### src/rtl/param_loader_pkg.sv
// Shared definitions for the neuron parameter shift chain: chain geometry,
// loader state encoding and the per-word bit-count helper.
package param_loader_pkg;

   localparam int NEURONS_DEF   = 4;
   localparam int INPUTS_DEF    = 8;
   localparam int BIAS_BITS_DEF = 3;
   localparam int WORD_BITS_DEF = 8;

   function automatic int chain_bits_f(input int neurons, input int inputs, input int bias_bits);
      return neurons * (inputs + bias_bits);
   endfunction

   function automatic int words_f(input int chain_bits, input int word_bits);
      return (chain_bits + word_bits - 1) / word_bits;
   endfunction

   localparam int CHAIN_BITS = chain_bits_f(NEURONS_DEF, INPUTS_DEF, BIAS_BITS_DEF);
   localparam int WORDS      = words_f(CHAIN_BITS, WORD_BITS_DEF);

   typedef enum logic [1:0] {
      IDLE = 2'd0,
      LOAD = 2'd1,
      DONE = 2'd2
   } state_e;

   // Bits of word idx that actually enter the chain; the final word may be partial.
   function automatic int word_bit_count(input int chain_bits, input int word_bits, input int idx);
      int remaining;
      remaining = chain_bits - word_bits * idx;
      return (remaining < word_bits) ? remaining : word_bits;
   endfunction

endpackage

### src/rtl/param_loader_deserializer.sv
// Packs bits leaving the end of the chain into left-aligned readback words,
// flushing a short final word when the last chain bit arrives.
module param_loader_deserializer #(
   parameter int WORD_BITS  = 8,
   parameter int CHAIN_BITS = 44
) (
   input  logic                 clk,
   input  logic                 reset,
   input  logic                 clear,
   input  logic                 shift_en,
   input  logic                 bit_in,
   output logic [WORD_BITS-1:0] rd_data,
   output logic                 rd_valid
);

   localparam int CNT_W = $clog2(WORD_BITS + 1);
   localparam int TOT_W = $clog2(CHAIN_BITS + 1);
   localparam logic [CNT_W-1:0] FULL_CNT = CNT_W'(WORD_BITS);
   localparam logic [TOT_W-1:0] LAST_BIT = TOT_W'(CHAIN_BITS - 1);

   logic [WORD_BITS-1:0] rd_sr_q, rd_sr_d;
   logic [CNT_W-1:0]     rd_cnt_q, rd_cnt_d;
   logic [TOT_W-1:0]     total_q, total_d;
   logic [WORD_BITS-1:0] rd_data_q, rd_data_d;
   logic                 rd_valid_q, rd_valid_d;
   logic [WORD_BITS-1:0] shifted;
   logic [CNT_W-1:0]     cnt_next;

   always_comb begin
      rd_sr_d    = rd_sr_q;
      rd_cnt_d   = rd_cnt_q;
      total_d    = total_q;
      rd_data_d  = rd_data_q;
      rd_valid_d = 1'b0;
      shifted    = {rd_sr_q[WORD_BITS-2:0], bit_in};
      cnt_next   = rd_cnt_q + CNT_W'(1);
      if (clear) begin
         rd_sr_d  = '0;
         rd_cnt_d = '0;
         total_d  = '0;
      end else if (shift_en) begin
         total_d = total_q + TOT_W'(1);
         if (cnt_next == FULL_CNT || total_q == LAST_BIT) begin
            // Left-align so the first bit received lands in the MSB.
            rd_data_d  = shifted << (FULL_CNT - cnt_next);
            rd_valid_d = 1'b1;
            rd_sr_d    = '0;
            rd_cnt_d   = '0;
         end else begin
            rd_sr_d  = shifted;
            rd_cnt_d = cnt_next;
         end
      end
   end

   always_ff @(posedge clk or posedge reset) begin
      if (reset) begin
         rd_sr_q    <= '0;
         rd_cnt_q   <= '0;
         total_q    <= '0;
         rd_data_q  <= '0;
         rd_valid_q <= 1'b0;
      end else begin
         rd_sr_q    <= rd_sr_d;
         rd_cnt_q   <= rd_cnt_d;
         total_q    <= total_d;
         rd_data_q  <= rd_data_d;
         rd_valid_q <= rd_valid_d;
      end
   end

   assign rd_data  = rd_data_q;
   assign rd_valid = rd_valid_q;

endmodule

### src/rtl/param_loader.sv
// Transmit end of the neuron parameter chain: serialises host words MSB-first
// into the chain while reading back the previous image from its far end.
module param_loader
   import param_loader_pkg::*;
#(
   parameter int NEURONS   = NEURONS_DEF,
   parameter int INPUTS    = INPUTS_DEF,
   parameter int BIAS_BITS = BIAS_BITS_DEF,
   parameter int WORD_BITS = WORD_BITS_DEF
) (
   input  logic                 clk,
   input  logic                 reset,
   input  logic                 start,
   input  logic [WORD_BITS-1:0] in_data,
   input  logic                 in_valid,
   output logic                 in_ready,
   output logic                 chain_setup,
   output logic                 chain_param_out,
   input  logic                 chain_param_in,
   output logic [WORD_BITS-1:0] rd_data,
   output logic                 rd_valid,
   output logic                 busy,
   output logic                 done
);

   localparam int CHAIN_LEN = chain_bits_f(NEURONS, INPUTS, BIAS_BITS);
   localparam int NUM_WORDS = words_f(CHAIN_LEN, WORD_BITS);
   localparam int SENT_W    = $clog2(CHAIN_LEN + 1);
   localparam int TAKEN_W   = $clog2(NUM_WORDS + 1);
   localparam int CNT_W     = $clog2(WORD_BITS + 1);
   localparam logic [SENT_W-1:0]  LAST_BIT  = SENT_W'(CHAIN_LEN - 1);
   localparam logic [TAKEN_W-1:0] WORDS_MAX = TAKEN_W'(NUM_WORDS);

   state_e               state_q, state_d;
   logic [SENT_W-1:0]    bits_sent_q, bits_sent_d;
   logic [TAKEN_W-1:0]   words_taken_q, words_taken_d;
   logic [WORD_BITS-1:0] sr_q, sr_d;
   logic [CNT_W-1:0]     bits_in_sr_q, bits_in_sr_d;
   logic                 load_start;

   always_comb begin
      state_d       = state_q;
      bits_sent_d   = bits_sent_q;
      words_taken_d = words_taken_q;
      sr_d          = sr_q;
      bits_in_sr_d  = bits_in_sr_q;
      load_start    = 1'b0;

      chain_setup     = (state_q == LOAD) && (bits_in_sr_q != '0);
      chain_param_out = sr_q[WORD_BITS-1];
      // Refill on the last shift of a word so consecutive words stream without a bubble.
      in_ready = (state_q == LOAD) && (words_taken_q < WORDS_MAX) &&
                 ((bits_in_sr_q == '0) || (bits_in_sr_q == CNT_W'(1) && chain_setup));
      busy = (state_q != IDLE);
      done = (state_q == DONE);

      case (state_q)
         IDLE: begin
            if (start) begin
               state_d       = LOAD;
               bits_sent_d   = '0;
               words_taken_d = '0;
               sr_d          = '0;
               bits_in_sr_d  = '0;
               load_start    = 1'b1;
            end
         end
         LOAD: begin
            if (chain_setup) begin
               sr_d         = {sr_q[WORD_BITS-2:0], 1'b0};
               bits_in_sr_d = bits_in_sr_q - CNT_W'(1);
               bits_sent_d  = bits_sent_q + SENT_W'(1);
               if (bits_sent_q == LAST_BIT) begin
                  state_d = DONE;
               end
            end
            if (in_valid && in_ready) begin
               sr_d          = in_data;
               bits_in_sr_d  = CNT_W'(word_bit_count(CHAIN_LEN, WORD_BITS, int'(words_taken_q)));
               words_taken_d = words_taken_q + TAKEN_W'(1);
            end
         end
         DONE: begin
            state_d = IDLE;
         end
         default: begin
            state_d = IDLE;
         end
      endcase
   end

   always_ff @(posedge clk or posedge reset) begin
      if (reset) begin
         state_q       <= IDLE;
         bits_sent_q   <= '0;
         words_taken_q <= '0;
         sr_q          <= '0;
         bits_in_sr_q  <= '0;
      end else begin
         state_q       <= state_d;
         bits_sent_q   <= bits_sent_d;
         words_taken_q <= words_taken_d;
         sr_q          <= sr_d;
         bits_in_sr_q  <= bits_in_sr_d;
      end
   end

   param_loader_deserializer #(
      .WORD_BITS  (WORD_BITS),
      .CHAIN_BITS (CHAIN_LEN)
   ) u_deser (
      .clk      (clk),
      .reset    (reset),
      .clear    (load_start),
      .shift_en (chain_setup),
      .bit_in   (chain_param_in),
      .rd_data  (rd_data),
      .rd_valid (rd_valid)
   );

endmodule

### config.mk
export PLATFORM = sky130hd
export DESIGN_NAME = param_loader
export DESIGN_NICKNAME = d
export VERILOG_FILES = /design/src/rtl/param_loader_pkg.sv /design/src/rtl/param_loader_deserializer.sv /design/src/rtl/param_loader.sv
export SDC_FILE = /design/constraint.sdc
export NUM_CORES = 1
export LEC_CHECK = 0
export BUFFER_PORTS_ARGS = -buffer_cell sky130_fd_sc_hd__buf_4
export CORE_MARGIN = 2
export CORE_UTILIZATION = 53
export DETAILED_ROUTE_END_ITERATION = 6
export PLACE_DENSITY = 0.74
export SLEW_MARGIN = 20
export SYNTH_ARGS = -nofsm -noshare
export SYNTH_HDL_FRONTEND = slang
export SYNTH_SLANG_ARGS = --single-unit
### constraint.sdc
create_clock -name clk -period 2.05 [get_ports clk]
set_clock_uncertainty 0.05 [all_clocks]
set_input_delay 0.615 -clock clk [delete_from_list [all_inputs] [get_ports clk]]
set_output_delay 0.615 -clock clk [all_outputs]
set_load 0.02 [all_outputs]
==> results by group, run 1 <==
STA
  – Setup Viol. Count Final: 2
  – Max Fclk: 470.5 MHz
  – Slew Limit Fails: 0
  – Slew @ Worst Pin: 0.4406 ns
  – Final min period: 2.125 ns
  – TNS Setup: -0.1065 ns
  – Relative slew slack: 0.7055
  – Final Cycle Share: 1.037
  – RSZ-0062 raised after global routing: yes
  – Worst hold slack: 0.2505 ns
  – Setup ws final: -0.07533 ns
  – Hold Vio Cnt, Final: 0

Status
  – Failing checks: negative setup slack
  – Status: finished with violations

Worst setup path
  – Crit path launch type: flop
  – Reg2reg setup slack: 0.09 ns
  – WP data arrival: 1.46 ns
  – Reg2reg path depth: 10
  – Terminus of the critical flop-to-flop path: u_deser.rd_cnt_q[0]$_DFFE_PP0P_
  – Worst Setup End Kind: primary output
  – Critical path required time: 1.38 ns
  – CP Max Fanout: 3
  – Reg2reg start: bits_in_sr_q[1]$_DFFE_PP0P_
  – Critical path class: flop to primary output

Die
  – Die Ht: 74.90 um
  – Starting Density: 0.5566
  – Die width: 74.90 um
  – Core area: 4786 um2
  – Io pins: 27
  – Die area: 5609 um2
  – Rows: 25

Clock tree
  – CTS tree: done
  – H-tree depth: 2
  – Clk Latency, worst-skew pair: 0.31 ns
  – CTS root buf: clkbuf_8
  – Num CTS Buffers: 5
  – Clock-pin slew on the worst setup and hold paths: 0.09 ns
  – Clock Path Buffers: 2
  – Clk sink count: 49

Layout
  – Final net count: 329
  – Layout cells sized above 1: 0.3010
  – Layout Area Growth over Synthesis: 25.60%
  – Final Non-Filler Cells: 376
  – Finished layout cell area: 3346 um2
  – Final core occ: 0.6991
  – Filler instances: 359
  – N_diodes: 0

Placement
  – Port Buffers: 26
  – Pre-CTS setup slack: -0.01078 ns
  – DPL Wire Length: 3.770 mm
  – Post-DP Area: 3032 um2
  – Dpl cells: 357
  – Placer congestion estimate: 0.8411

Routing
  – Initial drt markers: 133
  – WL final: 5.801 mm
  – Via density: 5.559
  – Remaining DRCs: 0
  – Routed wire per std cell: 15.43 um
  – Drt first pass iters: 4
  – Vias: 2,090
  – Post-route antenna net violation count: 0

Global route
  – Largest net degree at the start of global routing: 32
  – Vias in the first global route: 1,993
  – Grt ovf: 0
  – First-pass GRT wire length: 9.101 mm
  – Initial antenna violation count: 0
  – GRT Util Overall: 0.2172

Pwr
  – PwrDens: 1758 nW/um2
  – Tot Pwr: 5.881 mW
  – Max IR drop VDD: 0.0007833 V
  – Leakage: 1.507 nW

Logic synthesis
  – Synth top area cells: dfrtp_1 46%, nand2_1 4.8%, o21ai_0 4.3%
  – Area leader, netlist: dfrtp_1
  – #FFs+latches synth: 49
  – Most frequent cell after synthesis: dfrtp_1
  – Netlist cell types: 48
  – Post-Syn Area: 2664 um2
  – Syn Inst Count: 261
  – Async SR Flop Fraction: 1.000
  – Ys Warns: 0
  – Ys flop type: dfrtp_1
  – Sequential cell area fraction in the yosys report: 0.4603
  – Synth cell count leaders: 49 x dfrtp_1, 34 x nand2_1, 23 x o21ai_0
  – Mapped Nets: 282
  – Synth top area share: 0.4603
  – Post-synth EDFFs: 0
  – Avg Cell Area, Syn: 10.21 um2

Run
  – Max-Cap Viols: 0

Hold path
  – Hold crit path type: primary input to async pin
-- cells in the final DEF, fill, tap and decap left out, drive strengths merged, types with 2 or more instances in the layout --
cell type  netlist  routed
nor4             3       3
nand2b           4       4
ha               8       8
o31ai            3       3
inv              9       9
o21a             2       2
buf              7      53
mux2             3       3
mux4             5       5
nor3b            4       4
mux2i            9       9
xor2             9       9
nor2            20      20
and2b            2       2
o21ai           25      25
clkbuf           6       6
a21oi            3       3
nand4            3       3
dfrtp           49      49
xnor2            5       5
a22o            13      13
nand3            8       8
nand2           34      34
or2              2       2
a31oi            2       2
nor2b            5       5
nor3             5       5
a22oi            3       3
-- state kept, by name, summed over array words and instances, names as in the netlist --
register	cells
words_taken_q	3
sr_q	8
state_q	2
u_deser.rd_valid	1
u_deser.rd_cnt_q	4
bits_in_sr_q	4
u_deser.total_q	6
bits_sent_q	6
u_deser.rd_sr_q	7
u_deser.rd_data	8
-- worst max-delay path: stages, from the launching register on --
cell	delay, ns
dfrtp_1	0.40
inv_2	0.09
ha_4	0.14
nor3b_4	0.18
nand2b_4	0.18
inv_6	0.04
buf_6	0.12
-- cell families (layout without fill, tap and decap cells) --
family	count (synthesis)	after routing	synth area share
AO/OA/AOI/OAI	55	55	0.1414
XOR/XNOR	14	14	0.04603
AND/OR/NAND/NOR	96	96	0.1869
flip-flops	49	49	0.4603
adder cells (fa/ha/maj)	8	8	0.03758
multiplexers	17	17	0.08878
buffers and inverters	22	70	0.03899
-- layer usage --
layer	wire, um	track usage	share of wire	vias up
met3	267	0.05221	0.046	11
met4	113	0.07937	0.019	0
li1	-	-	-	1015
met1	2536	0.2890	0.44	1012
met5	0	0	0	-
met2	2884	0.3480	0.50	52
-- worst max path at each step --
stage,startpoint,end,slack [ns]
global placement,u_deser.rd_cnt_q[0]$_DFFE_PP0P_,u_deser.rd_data[1]$_DFFE_PP0P_,0.08
detailed placement,u_deser.rd_cnt_q[0]$_DFFE_PP0P_,u_deser.rd_data[3]$_DFFE_PP0P_,-0.01
CTS,bits_in_sr_q[1]$_DFFE_PP0P_,chain_setup,-0.07
finish,bits_in_sr_q[1]$_DFFE_PP0P_,chain_setup,-0.08
global route,bits_in_sr_q[1]$_DFFE_PP0P_,chain_setup,-0.15
floorplan,bits_in_sr_q[0]$_DFFE_PP0P_,u_deser.rd_data[7]$_DFFE_PP0P_,0.03
-- report_power, final --
| part | switching, mW | leakage [nW] | total [mW] | internal [mW] |
|---|---|---|---|---|
| Sequential | 0.424 | 0.611 | 1.83 | 1.40 |
| Combinational | 1.65 | 0.838 | 3.33 | 1.69 |
| Clock | 0.323 | 0.0574 | 0.720 | 0.397 |
| Total | 2.39 | 1.51 | 5.88 | 3.49 |
-- repair_timing --
action                     4_1_cts  5_1_grt
setup buffers                    8        3
hold buffers                     0        0
resized for setup               19        8
pin swaps                        0        1
setup endpoints to repair        3        7
-- area by class of cell --
class,count,area [um2],share of cell area
well taps,67,83.83,0.02506
multi-input cells,190,1430,0.4274
clock buffers,6,82.58,0.02468
repair buffers,53,442.9,0.1324
inverters,9,38.79,0.01159
clock inverters,2,37.54,0.01122
flip-flops and latches,49,1230,0.3676
Power figures use the tool's default switching activity.
==> run 2: changes to the inputs <==
- PLACE_DENSITY: 0.74 -> 0.81
==> run 2 against run 1 <==
The flow still finishes with violations (negative setup slack). Core utilization increased by 0.81 points. Hold slack gained 0.033 ns. Worst setup slack got worse by 0.099 ns. Register-to-register slack got worse by 0.11 ns. Non-clock buffer count rose by 3. Cell count is 0.80% higher. Sequential share of layout area down 0.46 points. Via count grew 5.3%. Critical path type unchanged. Critical path depth is the same.
==> results by group, run 2 (same netlist as run 1, synthesis figures left out) <==
Status
  – Status: finished with violations
  – Failing checks: negative setup slack

Clock tree
  – H-tree depth: 2
  – Clock-pin slew on the worst setup and hold paths: 0.09 ns
  – CTS tree: done
  – Clock Path Buffers: 2
  – Clk Latency, worst-skew pair: 0.31 ns
  – CTS root buf: clkbuf_8
  – Num CTS Buffers: 5
  – Clk sink count: 49

Die
  – Die Ht: 74.90 um
  – Io pins: 27
  – Die area: 5609 um2
  – Rows: 25
  – Die width: 74.90 um
  – Starting Density: 0.5566
  – Core area: 4786 um2

Routing
  – Drt first pass iters: 5
  – Via density: 5.807
  – Vias: 2,201
  – Post-route antenna net violation count: 0
  – Initial drt markers: 188
  – Routed wire per std cell: 17.29 um
  – WL final: 6.553 mm
  – Remaining DRCs: 0

Global route
  – GRT Util Overall: 0.2364
  – First-pass GRT wire length: 10.02 mm
  – Initial antenna violation count: 0
  – Vias in the first global route: 2,106
  – Largest net degree at the start of global routing: 50
  – Grt ovf: 0

Layout
  – Layout Area Growth over Synthesis: 27.06%
  – Filler instances: 323
  – N_diodes: 0
  – Final net count: 332
  – Final Non-Filler Cells: 379
  – Commonest non-fill, non-tap cell in the layout: buf_4
  – Finished layout cell area: 3385 um2
  – Most frequent cells in the layout: 48 x buf_4, 47 x dfrtp_1, 31 x nand2_1
  – Layout cells sized above 1: 0.3141

Worst setup path
  – Crit path max-delay cell type: dfrtp_1
  – Critical path required time: 1.38 ns
  – Worst Setup End Kind: primary output
  – Largest stage delay on the critical path: 0.40 ns
  – Critical-path cell list: inv_1 > ha_2 > nor3b_4 > nand2b_4 > inv_4 > buf_6
  – CP Max Fanout: 2
  – Crit path launch type: flop
  – WP data arrival: 1.56 ns
  – Critical path class: flop to primary output

Placement
  – Dpl cells: 360
  – Port Buffers: 26
  – DPL Wire Length: 4.074 mm
  – Pre-CTS setup slack: 0.03508 ns
  – Placer congestion estimate: 0.7912
  – Post-DP Area: 3054 um2

STA
  – Max Fclk: 449.6 MHz
  – RSZ-0062 raised after global routing: yes
  – Slew @ Worst Pin: 0.3593 ns
  – Relative slew slack: 0.7596
  – Slew Limit Fails: 0
  – Final Cycle Share: 1.085
  – Setup ws final: -0.1744 ns
  – Hold Vio Cnt, Final: 0
  – Final min period: 2.224 ns
  – Setup Viol. Count Final: 7

Pwr
  – PwrDens: 1802 nW/um2
  – Max IR drop VDD: 0.0007529 V
  – Leakage: 1.536 nW
  – Tot Pwr: 6.100 mW

Hold path
  – Hold crit path type: primary input to async pin

Run
  – Max-Cap Viols: 0
-- run 2: report_power, final --
| group | switching (mW) | internal, mW | total [mW] |
|---|---|---|---|
| Combinational | 1.72 | 1.70 | 3.42 |
| Sequential | 0.451 | 1.40 | 1.85 |
| Clock | 0.338 | 0.485 | 0.822 |
-- run 2: worst paths after layout --
path / start / end / slack, ns / cells past startpoint
setup / recovery: bits_in_sr_q[0]$_DFFE_PP0P_ / chain_setup / -0.17 / 6
min in group clk: sr_q[3]$_DFFE_PP0P_ / sr_q[3]$_DFFE_PP0P_ / 0.44 / 2
max in group asynchronous: reset / bits_in_sr_q[2]$_DFFE_PP0P_ / 1.41 / 3
hold reg to reg: sr_q[3]$_DFFE_PP0P_ / sr_q[3]$_DFFE_PP0P_ / 0.44 / 2
setup reg to reg: bits_in_sr_q[0]$_DFFE_PP0P_ / u_deser.rd_data[6]$_DFFE_PP0P_ / -0.02 / 10
hold / removal: reset / u_deser.rd_data[4]$_DFFE_PP0P_ / 0.28 / 3
-- run 2: what timing repair did --
action,CTS,global route
endpoints found under the setup margin,6,25
resized for setup,10,22
pin swaps,2,5
setup buffers,5,7
hold buffers,0,0
-- run 2: stage by stage --
stage | hold WS [ns] | TNS [ns] | util
global route | 0.3181 | -1.292 | 0.7072
finish | 0.2831 | -0.3409 | 0.7072
CTS | 0.3029 | -0.2280 | 0.6797
floorplan | 0.3992 | 0 | -
global placement | 0.4184 | 0 | 0.6382
detailed placement | 0.4210 | 0 | 0.6382
-- run 2: routing by layer --
layer,global-route usage,vias up,part of all wire
met1,0.3034,1095,0.41
met5,0,-,0
li1,-,1025,-
met4,0.08532,0,0.024
met3,0.05622,16,0.041
met2,0.3918,65,0.53
-- run 2: critical path: cells and delay by family, from the launching register on --
kind / cells / cell delay (ns)
fa+ha+maj: 1 / 0.19
buf+inv: 3 / 0.23
flops: 1 / 0.40
simple gates: 2 / 0.44
-- run 2: layout make-up --
type                       instances  area, um2  share of cell area
clock buffer                       5      68.82             0.02033
clock inverter                     3      65.06             0.01922
inverter                           9      36.28             0.01072
multi-input combinational        190       1425              0.4211
sequential                        49       1229              0.3630
tap                               67      83.83             0.02477
timing repair buffer              56      476.7              0.1409
